File: config.mk
export PLATFORM = sky130hd
export DESIGN_NAME = load_store_unit_flat
export DESIGN_NICKNAME = d
export VERILOG_FILES = /design/src/rtl/load_store_unit_pkg.sv /design/src/rtl/load_store_unit_if.sv /design/src/rtl/load_store_unit_extend.sv /design/src/rtl/load_store_unit.sv /design/src/flat_wrapper.sv
export SDC_FILE = /design/constraint.sdc
export NUM_CORES = 1
export LEC_CHECK = 0
export ABC_AREA = 1
export CAP_MARGIN = 20
export CORE_AREA = 4 4 117 119
export DETAILED_ROUTE_END_ITERATION = 10
export DIE_AREA = 0 0 121 123
export PLACE_DENSITY = 0.87
export SYNTH_ARGS = -nofsm -noshare
export SYNTH_HDL_FRONTEND = slang
export SYNTH_HIERARCHICAL = 1
export SYNTH_SLANG_ARGS = --single-unit
File: constraint.sdc
create_clock -name clk -period 3.1 [get_ports clk]
set_input_delay 0.62 -clock clk [delete_from_list [all_inputs] [get_ports clk]]
set_output_delay 0.62 -clock clk [all_outputs]
set_load 0.005 [all_outputs]
File: src/rtl/load_store_unit_pkg.sv
// Shared constants and types for the load/store unit: exception codes,
// RV32I load/store funct3 encodings, access widths and a store-masking helper.
package load_store_unit_pkg;

  localparam int EXCEPTION_LEN = 4;

  localparam logic [EXCEPTION_LEN-1:0] EXCEP_OK                = 4'd0;
  localparam logic [EXCEPTION_LEN-1:0] EXCEP_INVALID_MEM_READ  = 4'd1;
  localparam logic [EXCEPTION_LEN-1:0] EXCEP_INVALID_MEM_WRITE = 4'd2;
  localparam logic [EXCEPTION_LEN-1:0] EXCEP_MISALIGNED_LOAD   = 4'd3;
  localparam logic [EXCEPTION_LEN-1:0] EXCEP_MISALIGNED_STORE  = 4'd4;

  localparam logic [2:0] FUNCT3_LB  = 3'b000;
  localparam logic [2:0] FUNCT3_LH  = 3'b001;
  localparam logic [2:0] FUNCT3_LW  = 3'b010;
  localparam logic [2:0] FUNCT3_LBU = 3'b100;
  localparam logic [2:0] FUNCT3_LHU = 3'b101;
  localparam logic [2:0] FUNCT3_SB  = 3'b000;
  localparam logic [2:0] FUNCT3_SH  = 3'b001;
  localparam logic [2:0] FUNCT3_SW  = 3'b010;

  typedef enum logic [1:0] {
    MEM_WIDTH_BYTE = 2'd0,
    MEM_WIDTH_HALF = 2'd1,
    MEM_WIDTH_WORD = 2'd2
  } mem_width_e;

  typedef enum logic [1:0] {
    ST_IDLE,
    ST_ISSUE,
    ST_WAIT,
    ST_DONE
  } lsu_state_e;

  function automatic logic [31:0] mask_store(mem_width_e w, logic [31:0] d);
    case (w)
      MEM_WIDTH_BYTE: return {24'b0, d[7:0]};
      MEM_WIDTH_HALF: return {16'b0, d[15:0]};
      default:        return d;
    endcase
  endfunction

endpackage

File: src/rtl/load_store_unit_if.sv
// Request/response bus between the load/store unit (master) and a memory or
// IO responder (slave).
interface load_store_unit_if;
  import load_store_unit_pkg::*;

  logic [31:0]              mem_addr_Out;
  logic [31:0]              mem_data_Out;
  logic [1:0]               mem_dataWidth_Out;
  logic                     mem_isRead_Out;
  logic                     mem_inputValid_Out;
  logic [31:0]              mem_data_In;
  logic                     mem_operationOK_In;
  logic [EXCEPTION_LEN-1:0] mem_exception_In;

  modport master (
    output mem_addr_Out, mem_data_Out, mem_dataWidth_Out, mem_isRead_Out, mem_inputValid_Out,
    input  mem_data_In, mem_operationOK_In, mem_exception_In
  );

  modport slave (
    input  mem_addr_Out, mem_data_Out, mem_dataWidth_Out, mem_isRead_Out, mem_inputValid_Out,
    output mem_data_In, mem_operationOK_In, mem_exception_In
  );
endinterface

File: src/rtl/load_store_unit_extend.sv
// Combinational lane extraction and sign/zero extension of right-justified
// load data for byte, half and word accesses.
module load_extend
  import load_store_unit_pkg::*;
(
  input  mem_width_e  width_i,
  input  logic        unsigned_i,
  input  logic [31:0] data_i,
  output logic [31:0] data_o
);

  logic sign_bit;

  // NOTE: every output of a combinational block gets a default first, so no
  // path through the case can leave it unassigned and infer a latch.
  always_comb begin
    sign_bit = 1'b0;
    data_o   = data_i;
    case (width_i)
      MEM_WIDTH_BYTE: begin
        sign_bit = ~unsigned_i & data_i[7];
        data_o   = {{24{sign_bit}}, data_i[7:0]};
      end
      MEM_WIDTH_HALF: begin
        sign_bit = ~unsigned_i & data_i[15];
        data_o   = {{16{sign_bit}}, data_i[15:0]};
      end
      default: data_o = data_i;
    endcase
  end

endmodule

File: src/rtl/load_store_unit.sv
// Load/store initiator: decodes funct3, checks alignment, issues one request
// strobe, waits (with timeout) for the responder and returns the result.
module load_store_unit
  import load_store_unit_pkg::*;
#(
  parameter int TIMEOUT_CYCLES = 16
) (
  input  logic                     clk,
  input  logic                     rst,
  input  logic                     req_In,
  input  logic                     isStore_In,
  input  logic [2:0]               funct3_In,
  input  logic [31:0]              addr_In,
  input  logic [31:0]              storeData_In,
  output logic                     ready_Out,
  output logic                     done_Out,
  output logic [31:0]              loadData_Out,
  output logic [EXCEPTION_LEN-1:0] exception_Out,
  load_store_unit_if.master        mem
);

  localparam int CNT_W = $clog2(TIMEOUT_CYCLES);
  localparam logic [CNT_W-1:0] CNT_LAST = CNT_W'(TIMEOUT_CYCLES - 1);

  lsu_state_e               state_q, state_d;
  logic                     is_store_q, is_store_d;
  mem_width_e               width_q, width_d;
  logic                     uns_q, uns_d;
  logic [31:0]              addr_q, addr_d;
  logic [31:0]              wdata_q, wdata_d;
  logic [31:0]              rdata_q, rdata_d;
  logic [EXCEPTION_LEN-1:0] exc_q, exc_d;
  logic [CNT_W-1:0]         cnt_q, cnt_d;

  logic       dec_valid, dec_uns, dec_misaligned;
  mem_width_e dec_width;
  logic [31:0] ext_data;
  logic        busy;

  // Store and load encodings share 000/001/010; only loads have the unsigned forms.
  always_comb begin
    dec_valid = 1'b1;
    dec_uns   = 1'b0;
    dec_width = MEM_WIDTH_WORD;
    case (funct3_In)
      FUNCT3_LB:  dec_width = MEM_WIDTH_BYTE;
      FUNCT3_LH:  dec_width = MEM_WIDTH_HALF;
      FUNCT3_LW:  dec_width = MEM_WIDTH_WORD;
      FUNCT3_LBU: begin dec_width = MEM_WIDTH_BYTE; dec_uns = 1'b1; dec_valid = ~isStore_In; end
      FUNCT3_LHU: begin dec_width = MEM_WIDTH_HALF; dec_uns = 1'b1; dec_valid = ~isStore_In; end
      default:    dec_valid = 1'b0;
    endcase
    dec_misaligned = ((dec_width == MEM_WIDTH_HALF) && addr_In[0]) ||
                     ((dec_width == MEM_WIDTH_WORD) && (addr_In[1:0] != 2'b00));
  end

  load_extend u_load_extend (
    .width_i    (width_q),
    .unsigned_i (uns_q),
    .data_i     (mem.mem_data_In),
    .data_o     (ext_data)
  );

  always_comb begin
    state_d    = state_q;
    is_store_d = is_store_q;
    width_d    = width_q;
    uns_d      = uns_q;
    addr_d     = addr_q;
    wdata_d    = wdata_q;
    rdata_d    = rdata_q;
    exc_d      = exc_q;
    cnt_d      = cnt_q;
    case (state_q)
      ST_IDLE: if (req_In) begin
        is_store_d = isStore_In;
        width_d    = dec_width;
        uns_d      = dec_uns;
        addr_d     = addr_In;
        wdata_d    = isStore_In ? mask_store(dec_width, storeData_In) : 32'd0;
        rdata_d    = 32'd0;
        exc_d      = EXCEP_OK;
        if (!dec_valid) begin
          exc_d   = isStore_In ? EXCEP_INVALID_MEM_WRITE : EXCEP_INVALID_MEM_READ;
          state_d = ST_DONE;
        end else if (dec_misaligned) begin
          exc_d   = isStore_In ? EXCEP_MISALIGNED_STORE : EXCEP_MISALIGNED_LOAD;
          state_d = ST_DONE;
        end else begin
          state_d = ST_ISSUE;
        end
      end
      ST_ISSUE: begin
        if (mem.mem_exception_In != EXCEP_OK) begin
          exc_d   = mem.mem_exception_In;
          state_d = ST_DONE;
        end else begin
          cnt_d   = '0;
          state_d = ST_WAIT;
        end
      end
      ST_WAIT: begin
        if (mem.mem_operationOK_In) begin
          rdata_d = is_store_q ? 32'd0 : ext_data;
          exc_d   = EXCEP_OK;
          state_d = ST_DONE;
        end else if (cnt_q == CNT_LAST) begin
          exc_d   = is_store_q ? EXCEP_INVALID_MEM_WRITE : EXCEP_INVALID_MEM_READ;
          state_d = ST_DONE;
        end else begin
          cnt_d = cnt_q + 1'b1;
        end
      end
      default: state_d = ST_IDLE;
    endcase
  end

  // NOTE: sequential state uses non-blocking assignments so every register
  // samples the pre-edge values regardless of statement order.
  always_ff @(posedge clk) begin
    if (rst) begin
      state_q <= ST_IDLE;
      cnt_q   <= '0;
    end else begin
      state_q <= state_d;
      cnt_q   <= cnt_d;
    end
  end

  // NOTE: the request/result registers are left without reset; they are only
  // visible through outputs gated by state, and state itself is reset.
  always_ff @(posedge clk) begin
    is_store_q <= is_store_d;
    width_q    <= width_d;
    uns_q      <= uns_d;
    addr_q     <= addr_d;
    wdata_q    <= wdata_d;
    rdata_q    <= rdata_d;
    exc_q      <= exc_d;
  end

  assign busy          = (state_q == ST_ISSUE) || (state_q == ST_WAIT);
  assign ready_Out     = (state_q == ST_IDLE);
  assign done_Out      = (state_q == ST_DONE);
  assign loadData_Out  = done_Out ? rdata_q : 32'd0;
  assign exception_Out = done_Out ? exc_q : EXCEP_OK;

  assign mem.mem_addr_Out       = busy ? addr_q : 32'd0;
  assign mem.mem_data_Out       = busy ? wdata_q : 32'd0;
  assign mem.mem_dataWidth_Out  = busy ? width_q : MEM_WIDTH_BYTE;
  assign mem.mem_isRead_Out     = busy & ~is_store_q;
  assign mem.mem_inputValid_Out = (state_q == ST_ISSUE);

endmodule
File: src/flat_wrapper.sv
// flat-port wrapper written by rule: the top's interface ports become plain ports
module load_store_unit_flat import load_store_unit_pkg::*;
#(
  parameter int TIMEOUT_CYCLES = 16
)
  (clk, rst, req_In, isStore_In, funct3_In, addr_In, storeData_In, ready_Out, done_Out, loadData_Out, exception_Out, mem_mem_addr_Out, mem_mem_data_Out, mem_mem_dataWidth_Out, mem_mem_isRead_Out, mem_mem_inputValid_Out, mem_mem_data_In, mem_mem_operationOK_In, mem_mem_exception_In);
  load_store_unit_if mem_i ();
  input  logic clk;
  input  logic rst;
  input  logic req_In;
  input  logic isStore_In;
  input  logic [2:0] funct3_In;
  input  logic [31:0] addr_In;
  input  logic [31:0] storeData_In;
  output logic ready_Out;
  output logic done_Out;
  output logic [31:0] loadData_Out;
  output logic [EXCEPTION_LEN-1:0] exception_Out;
  output wire logic [$bits(mem_i.mem_addr_Out)-1:0] mem_mem_addr_Out;
  output wire logic [$bits(mem_i.mem_data_Out)-1:0] mem_mem_data_Out;
  output wire logic [$bits(mem_i.mem_dataWidth_Out)-1:0] mem_mem_dataWidth_Out;
  output wire logic [$bits(mem_i.mem_isRead_Out)-1:0] mem_mem_isRead_Out;
  output wire logic [$bits(mem_i.mem_inputValid_Out)-1:0] mem_mem_inputValid_Out;
  input wire logic [$bits(mem_i.mem_data_In)-1:0] mem_mem_data_In;
  input wire logic [$bits(mem_i.mem_operationOK_In)-1:0] mem_mem_operationOK_In;
  input wire logic [$bits(mem_i.mem_exception_In)-1:0] mem_mem_exception_In;
  assign mem_mem_addr_Out = mem_i.mem_addr_Out;
  assign mem_mem_data_Out = mem_i.mem_data_Out;
  assign mem_mem_dataWidth_Out = mem_i.mem_dataWidth_Out;
  assign mem_mem_isRead_Out = mem_i.mem_isRead_Out;
  assign mem_mem_inputValid_Out = mem_i.mem_inputValid_Out;
  assign mem_i.mem_data_In = mem_mem_data_In;
  assign mem_i.mem_operationOK_In = mem_mem_operationOK_In;
  assign mem_i.mem_exception_In = mem_mem_exception_In;
  load_store_unit #(.TIMEOUT_CYCLES(TIMEOUT_CYCLES)) u_core (.clk(clk), .rst(rst), .req_In(req_In), .isStore_In(isStore_In), .funct3_In(funct3_In), .addr_In(addr_In), .storeData_In(storeData_In), .ready_Out(ready_Out), .done_Out(done_Out), .loadData_Out(loadData_Out), .exception_Out(exception_Out), .mem(mem_i));
endmodule
[Word level (Yosys, flattened, before mapping)]
Index checks and enable logic that the tools add are counted.
Word-level totals
  ROM bits: 0
  bits of input ports: 108
  memories: 0
  memory bits (writable): 0
  register bits: 110
  latch bits: 0
Operators by class
  equality and inequality tests: 18
  divide/modulo/power cells: 0
  $add $sub $neg: 1
  shift operators: 0
  bitwise operators: 6
  multiply operators: 0
  muxes and demuxes: 35
  magnitude comparators: 0
  reductions and logical operators: 22
Operator list (number)
  $mux W32: 6
  $pmux W32 S2: 3
  $mux W4: 10
  $mux W2: 8
  $pmux W4 S3: 1
  $ne A2 B2 Y1 const B: 5
  $pmux W4 S2: 1
  $reduce_and A4 Y1: 2
  $eq A2 B1 Y1 const B: 3
  $eq A2 B2 Y1 const B: 3
  $eq A3 B3 Y1 const B: 2
  $logic_not A2 Y1: 3
  $pmux W2 S3: 1
  $reduce_bool A2 Y1: 3
  $reduce_or A2 Y1: 3
  $add A4 B1 Y4 const B: 1
  $eq A4 B4 Y1 const B: 1
  $pmux W2 S2: 1
  $reduce_and A2 Y1: 2
  $reduce_bool A4 Y1: 1
  $and A1 B1 Y1: 3
  $eq A3 B1 Y1 const B: 1
  $eq A3 B2 Y1 const B: 1
  $logic_not A3 Y1: 1
  other kinds (11): 16

[Depth between registers and ports, before layout]
Gate-level depths: netlist (run 1).
  depth after elaboration: 10
  mapped depth: 11

[Hierarchy]
The synthesis (run 1) kept the hierarchy.
Modules (own cells, without submodules)
  load_store_unit: area an instance 5054.8 um^2, instances 1, cells an instance 555, sequential area each 3243.1 um^2
  load_extend: area an instance 404.1 um^2, instances 1, cells an instance 71, sequential area each 0.0 um^2

[Worst setup path before layout (run 1)]
OpenSTA, ideal clock, no wires.
  path kind: register -> register
  from: register u_core.state_q[0]
  to: register u_core.rdata_q[0], enable pin
  library setup time: 0.421 ns
  stages on the path, launching flop included: 6
  clock period less this slack: 2.617 ns
  path slack: 0.483 ns
  data arrival time: 2.196 ns
  path through: dfxtp_1 -> inv_1 -> ha_1 -> nand2_1 -> o21ai_0 -> nor2_1
Between the ends
  longest elaborated chain between the ends: 3
  elaborated cells between the ends (all ways): 6
RTL lines
  from (decl): line load_store_unit.sv:25  | lsu_state_e state_q, state_d;
  from (signal assigned): line load_store_unit.sv:125  | state_q <= state_d;
  $logic_not A2 Y1 (*)
  net ready_Out: line flat_wrapper.sv:15  | output logic ready_Out;
  $ne A2 B2 Y1 (no source line) / $reduce_bool A2 Y1 (equally long branches)
  $reduce_and A3 Y1 (no source line) (*)
  to (signal assigned): line load_store_unit.sv:138  | rdata_q <= rdata_d;
  to (decl): line load_store_unit.sv:31  | logic [31:0] rdata_q, rdata_d;
The timed path passes the listed nets; every way through them passes the cells marked *.
A chain may end at the register's enable or synchronous reset.

[Worst setup path in the final report (run 1)]
  from: register u_core.state_q[0]
  to: output mem_mem_isRead_Out
Between the ends
  longest elaborated chain between the ends: 3
  elaborated cells between the ends (all ways): 4
RTL lines
  $eq A2 B1 Y1 / $eq A2 B2 Y1 (equally long branches): line load_store_unit.sv:142  | assign busy = (state_q == ST_ISSUE) || (state_q == ST_WAIT);
  $logic_or A1 B1 Y1 (*): line load_store_unit.sv:142
  $and A1 B1 Y1 (*): line load_store_unit.sv:151  | assign mem.mem_isRead_Out = busy & ~is_store_q;
  to (decl): line flat_wrapper.sv:22  | output wire logic [$bits(mem_i.mem_isRead_Out)-1:0] mem_mem_isRead_Out;
Every way passes the cells marked *; elsewhere a longest branch is shown, timed or not.

==> results of run 1 <==
metrics by stage:
step,utilization,std cells
after global placement,0.6103,983
after CTS,0.6397,999
after global routing,0.6397,999
final,0.6397,999
after detailed placement,0.6103,983
after floorplan,-,626
sequential cells by signal (all words and copies together), names as in the netlist:
register	cells
u_core/state_q	2
u_core/is_store_q	1
u_core/cnt_q	4
u_core/width_q	2
u_core/uns_q	1
u_core/exc_q	4
u_core/addr_q	32
u_core/rdata_q	32
u_core/wdata_q	32
cell type report:
cell class	count	share of cell area
clock inverter	7	0.01805
sequential	110	0.4034
inverter	185	0.08652
tap	172	0.02677
timing repair buffer	219	0.2739
clock buffer	9	0.02801
multi-input combinational	297	0.1634
critical path: cells and delay by family, from the launching register on:
kind	cells	cell delay, ps
DFF	1	390
buffers and inverters	4	1010
adders and majority gates	1	340
and+or+nand+nor	1	110
power breakdown:
group	switching [mW]	leakage, nW	internal, mW
sequential	0.158	1.07	2.25
clock	0.517	0.176	0.876
combinational	1.26	2.81	1.19
synth_stat cells, types with 2 or more instances:
library cell and number:
o21ai_0 12, ha_1 5, dfxtp_1 6, nand3_1 21, a21oi_1 3, nor2_1 71
nand2_2 3, buf_6 5, a31oi_1 2, nor2_4 3, clkbuf_1 8, inv_2 2
inv_1 182, buf_4 8, buf_2 13, edfxtp_1 104, nand3_2 2, nand2_4 2
nand2_1 162
cell families (layout without fill, tap and decap cells):
group           Yosys count  count (layout)  share of synthesized area
fa+ha+maj                 5               5                    0.01146
buf+inv                 219             420                     0.1662
simple gates            268             268                     0.2024
compound gates           23              23                    0.02430
xor+xnor                  1               1                   0.001605
flops                   110             110                     0.5941
metal layers:
layer,part of all wire,vias to the layer above,global-route usage,routed length (µm)
li1,-,2230,-,-
met1,0.38,2032,0.1893,5091
met2,0.50,179,0.3196,6831
met3,0.11,14,0.07136,1456
met4,0.014,0,0.05878,187
met5,0,-,0,0
worst min-delay path by stage:
stage / endpoint / cells after the start / slack (ps) / start
final: u_core/cnt_q[2] / 2 / 510 / u_core/cnt_q[2]
after floorplan: u_core/cnt_q[2] / 2 / 470 / u_core/cnt_q[2]
after global routing: u_core/cnt_q[2] / 2 / 530 / u_core/cnt_q[2]
after detailed placement: u_core/cnt_q[2] / 2 / 490 / u_core/cnt_q[2]
after global placement: u_core/cnt_q[2] / 2 / 490 / u_core/cnt_q[2]
after CTS: u_core/cnt_q[2] / 2 / 510 / u_core/cnt_q[2]
==> flow_metrics.tcl, run 1 <==
set metrics [dict create \
    nets 935 \
    synth_cells 626 \
    clk_pin_slew_ps 70 \
    fmax_mhz 355.2 \
    drive_above_1_share 0.04958 \
    grt_max_degree 71 \
    viasPerCell 4.459 \
    postLayoutCellArea_um2 8040 \
    ys_types 31 \
    wl_per_cell_um 13.58 \
    multi_input_area_um2 1314 \
    drt_iter0_drc 291 \
    row_count 41 \
    ys.flop_type "edfxtp_1" \
    crit_end "mem_mem_isRead_Out" \
    setup.worst_path.start "u_core/state_q[0]" \
    final_antenna_net_count 0 \
    pin_count 214 \
    ys_seq_area_frac 0.5941 \
    grt_pass1_wl_mm 20.73 \
    synth.area.top_cells "edfxtp_1, inv_1, nand2_1, nor2_1, dfxtp_1" \
    gp_congestion 0.8275 \
    yosys.area.top_type_share 0.5721 \
    period_share 0.9081 \
    fp.dieArea_um2 14880 \
    yosysTopAreaCell "edfxtp_1" \
    critPathLaunchType "register" \
    worstReg2RegEnd "u_core/rdata_q[28]" \
    endpoint_kind "output port" \
    area_growth_pct 47.28 \
    report.power.total_mw 6.250 \
    status "complete, no violations" \
    final_cell_mix "clkdlybuf4s50_1, inv_1, nand2_1, edfxtp_1, nor2_1" \
    fin_setup_tns_ps 0 \
    slew_headroom 0.3375 \
    synth_nets 739 \
    die_height_um 123 \
    antenna_found_initial 0 \
    h-tree-depth 3 \
    max_stage_delay_ps 510 \
    grt_setup_unrepaired "false" \
    hold_buffers 0 \
    post-place-ws_ps 624.8 \
    cts_made_buffers 9 \
    fin_worst_skew_ps 4.924 \
    num-fill-cells 1016 \
    grt_overflow 0 \
    finalHoldViolCount 0 \
    crit_type "register to output port" \
    clockBufferDepth 2 \
    cp_cell_sequence "inv_1 > ha_2 > buf_12 > inv_1 > nor2_1 > clkdlybuf4s50_1" \
    cts-root-buf "clkbuf_16" \
    ir_drop_mv 0.4385 \
    slew_violations 0 \
    place.port_buffers 213 \
    finalCriticalPeriod_ps 2815 \
    drt_pass1_iterations 4 \
    core_area_um2 12570 \
    setup-violations-final 0 \
    placed_area_um2 7670 \
    p_per_area_nw_per_um2 777.3 \
    ys_ff_latch 110 \
    die_w_um 121 \
    cts_setup_buffers 0 \
    synth_warnings 6 \
    required_ps 2480 \
    grt_pass1_vias 4378 \
    final-seq-area_um2 3243 \
    path_max_fanout 70 \
    hold-worst-slack_ps 510.2 \
    async_flop_share 0 \
    drv_cap 0 \
    r2r_slack_ps 1030 \
    cts-resized-gates 0 \
    avgSynthCellArea_um2 8.720 \
    num_antenna_cells 0 \
    hold_class "register to register" \
    start_util 0.4343 \
    cpMaxStageDelayCell "clkdlybuf4s50_1" \
    max_slew.worst_pin.slew_ps 992.6 \
    r2r_cells 6 \
    p_leak_nw 4.057 \
    totalWireLength_mm 13.57 \
    dp_hpwl_mm 10.15 \
    worstPathArrival_ps 2200 \
    clkLatencyLatePin_ps 340 \
    rr_startpoint "u_core/state_q[0]" \
    cp_common_cell "inv_1" \
    layout_commonest_cell "clkdlybuf4s50_1" \
    cts_tree "built" \
    grt_use_total 0.1773 \
    synthesis.area_um2 5459 \
    cts.sinks 110 \
    fin_ws_ps 285.0 \
    drc 0 \
    synth_edf_count 104 \
    vias 4455 \
]
(Power assumes the default switching activity.)
==> inputs of run 2 (changes only) <==
- CELL_PAD_IN_SITES_DETAIL_PLACEMENT: not set -> 1
- CELL_PAD_IN_SITES_GLOBAL_PLACEMENT: not set -> 2
- CORE_AREA: 4 4 117 119 -> 4 4 153 155
- DIE_AREA: 0 0 121 123 -> 0 0 157 159
- GPL_TIMING_DRIVEN: not set -> 0
- PLACE_DENSITY: 0.87 -> 0.88
==> run 2 against run 1 <==
  * Final area grew 1.7%
  * Sequential cell count is the same
  * Clock-buffer cell count did not move
  * Worst hold slack better by 7.9 ps
  * Combinational power increased by 4%
  * Core utilization decreased by 26 points
  * Cell count grew 13%
  * Setup slack got worse by 69 ps
  * Sequential power about the same
  * Critical endpoint is now mem_mem_dataWidth_Out[1]
  * Largest cell class unchanged
  * Largest power group unchanged
  * Highest routed layer is now met5
==> flow_metrics.tcl, run 2 (synthesized netlist as in run 1, its figures left out) <==
set metrics [dict create \
    drt_iter0_drc 180 \
    p_per_area_nw_per_um2 749.6 \
    cp_cell_sequence "inv_1 > ha_2 > buf_4 > nand2_1 > inv_1 > clkdlybuf4s50_1" \
    die_height_um 159 \
    gp_congestion 0.7528 \
    crit_type "register to output port" \
    slew_violations 0 \
    row_count 54 \
    drc 0 \
    placed_cells 1111 \
    worstPathArrival_ps 2260 \
    drive_above_1_share 0.07811 \
    multi_input_area_um2 1319 \
    grt_pass1_wl_mm 25.17 \
    grt_pass1_vias 4631 \
    path_delay_family "buffers and inverters" \
    viasPerCell 3.976 \
    cts-root-buf "clkbuf_16" \
    slew_headroom 0.3564 \
    cts.sinks 110 \
    dp_hpwl_mm 12.30 \
    fp.dieArea_um2 24960 \
    endpoint_kind "output port" \
    path_buf_inv 4 \
    max_stage_delay_ps 540 \
    final-seq-area_um2 3243 \
    cts_tree "built" \
    path_max_fanout 19 \
    required_ps 2480 \
    final_cell_mix "clkdlybuf4s50_1, inv_1, nand2_1, edfxtp_1, nor2_1" \
    grt_overflow 0 \
    fin_ws_ps 216.3 \
    critPathLaunchType "register" \
    hold-worst-slack_ps 518.1 \
    h-tree-depth 3 \
    period_share 0.9302 \
    nets 953 \
    ir_drop_mv 0.3465 \
    clk_pin_slew_ps 90 \
    status "complete, no violations" \
    max_slew.worst_pin.slew_ps 963.1 \
    antenna_found_initial 2 \
    totalWireLength_mm 15.94 \
    die_w_um 157 \
    hold_buffers 0 \
    post-place-ws_ps 32.52 \
    cts_made_buffers 9 \
    p_leak_nw 4.103 \
    core_area_um2 21820 \
    final_antenna_net_count 0 \
    grt_use_total 0.1283 \
    drv_cap 0 \
    place.port_buffers 205 \
    cp_common_cell "inv_1" \
    largest_registers "u_core/addr_q x32, u_core/rdata_q x32, u_core/wdata_q x32" \
    layout_commonest_cell "clkdlybuf4s50_1" \
    grt_max_degree 69 \
    finalHoldViolCount 0 \
    finalCriticalPeriod_ps 2884 \
    hold_class "register to register" \
    fmax_mhz 346.8 \
    grt_setup_unrepaired "false" \
    setup-violations-final 0 \
    num-fill-cells 2558 \
    num_antenna_cells 0 \
    start_util 0.2501 \
    report.power.total_mw 6.131 \
    cpMaxStageDelayCell "clkdlybuf4s50_1" \
    pin_count 214 \
    fin_worst_skew_ps 12.77 \
    clkLatencyLatePin_ps 360 \
    fin_cells 1125 \
    area_growth_pct 49.83 \
    clockBufferDepth 2 \
    r2r_slack_ps 980 \
    wl_per_cell_um 14.17 \
    drt_pass1_iterations 4 \
    vias 4473 \
]
==> run 2: cell types whose count changed in the layout (fill, tap and decap cells not counted), moves of 2 or more <==
cell             previous run  this run
clkdlybuf4s50_1           213       205
bufinv_16                   4         0
clkbuf_2                    0         6
buf_12                      2         0
buf_4                       4         9
clkinv_4                    1         3
buf_6                       0         5
clkinv_8                    0         2
buf_2                       0        11
==> run 2: cell type report <==
class,count,share of cell area
flip-flops and latches,110,0.3965
multi-input cells,297,0.1612
plain buffers,32,0.02601
clock buffers,9,0.02754
repair buffers,205,0.2509
clock inverters,7,0.009637
inverters,185,0.08536
well taps,280,0.04283
==> run 2: path summary, 6_finish.rpt <==
path	startpoint	to	cells after the start
hold reg to reg	u_core/cnt_q[2]	u_core/cnt_q[2]	2
hold / removal	u_core/cnt_q[2]	u_core/cnt_q[2]	2
setup / recovery	u_core/state_q[0]	mem_mem_dataWidth_Out[1]	6
setup reg to reg	u_core/state_q[0]	u_core/rdata_q[2]	5
==> run 2: worst reg2reg max path, cell delays in order, from the launching register on <==
cell     delay (ps)
dfxtp_1         400
inv_1            90
ha_1            290
inv_2           140
nor2_4           60
nor2_4          740
==> run 2: metal layers <==
| metal | global-route usage | routed length, µm |
|---|---|---|
| met3 | 0.04050 | 1348 |
| met5 | 0 | 27 |
| met4 | 0.03945 | 269 |
| met2 | 0.2117 | 7505 |
| met1 | 0.1601 | 6788 |
==> run 2: what timing repair did <==
action                                 CTS  global route
cloned                                   0             0
endpoints found under the hold margin    0             0
buffers inserted                         0             0
setup endpoints to repair               96            39
resized for setup                        4             8
==> run 2: power breakdown <==
part	leakage (nW)	switching (mW)	internal [mW]
Sequential	1.07	0.146	2.26
Clock	0.148	0.611	0.574
Combinational	2.89	1.35	1.20
==> run 2: metrics by stage <==
stage | utilization | instance area (µm²) | TNS [ps]
final | 0.3748 | 8179 | 0
after global routing | 0.3748 | 8179 | 0
after CTS | 0.3746 | 8174 | 0
after detailed placement | 0.3607 | 7871 | 0
after global placement | 0.3602 | 7861 | -63480
after floorplan | - | 5459 | 0
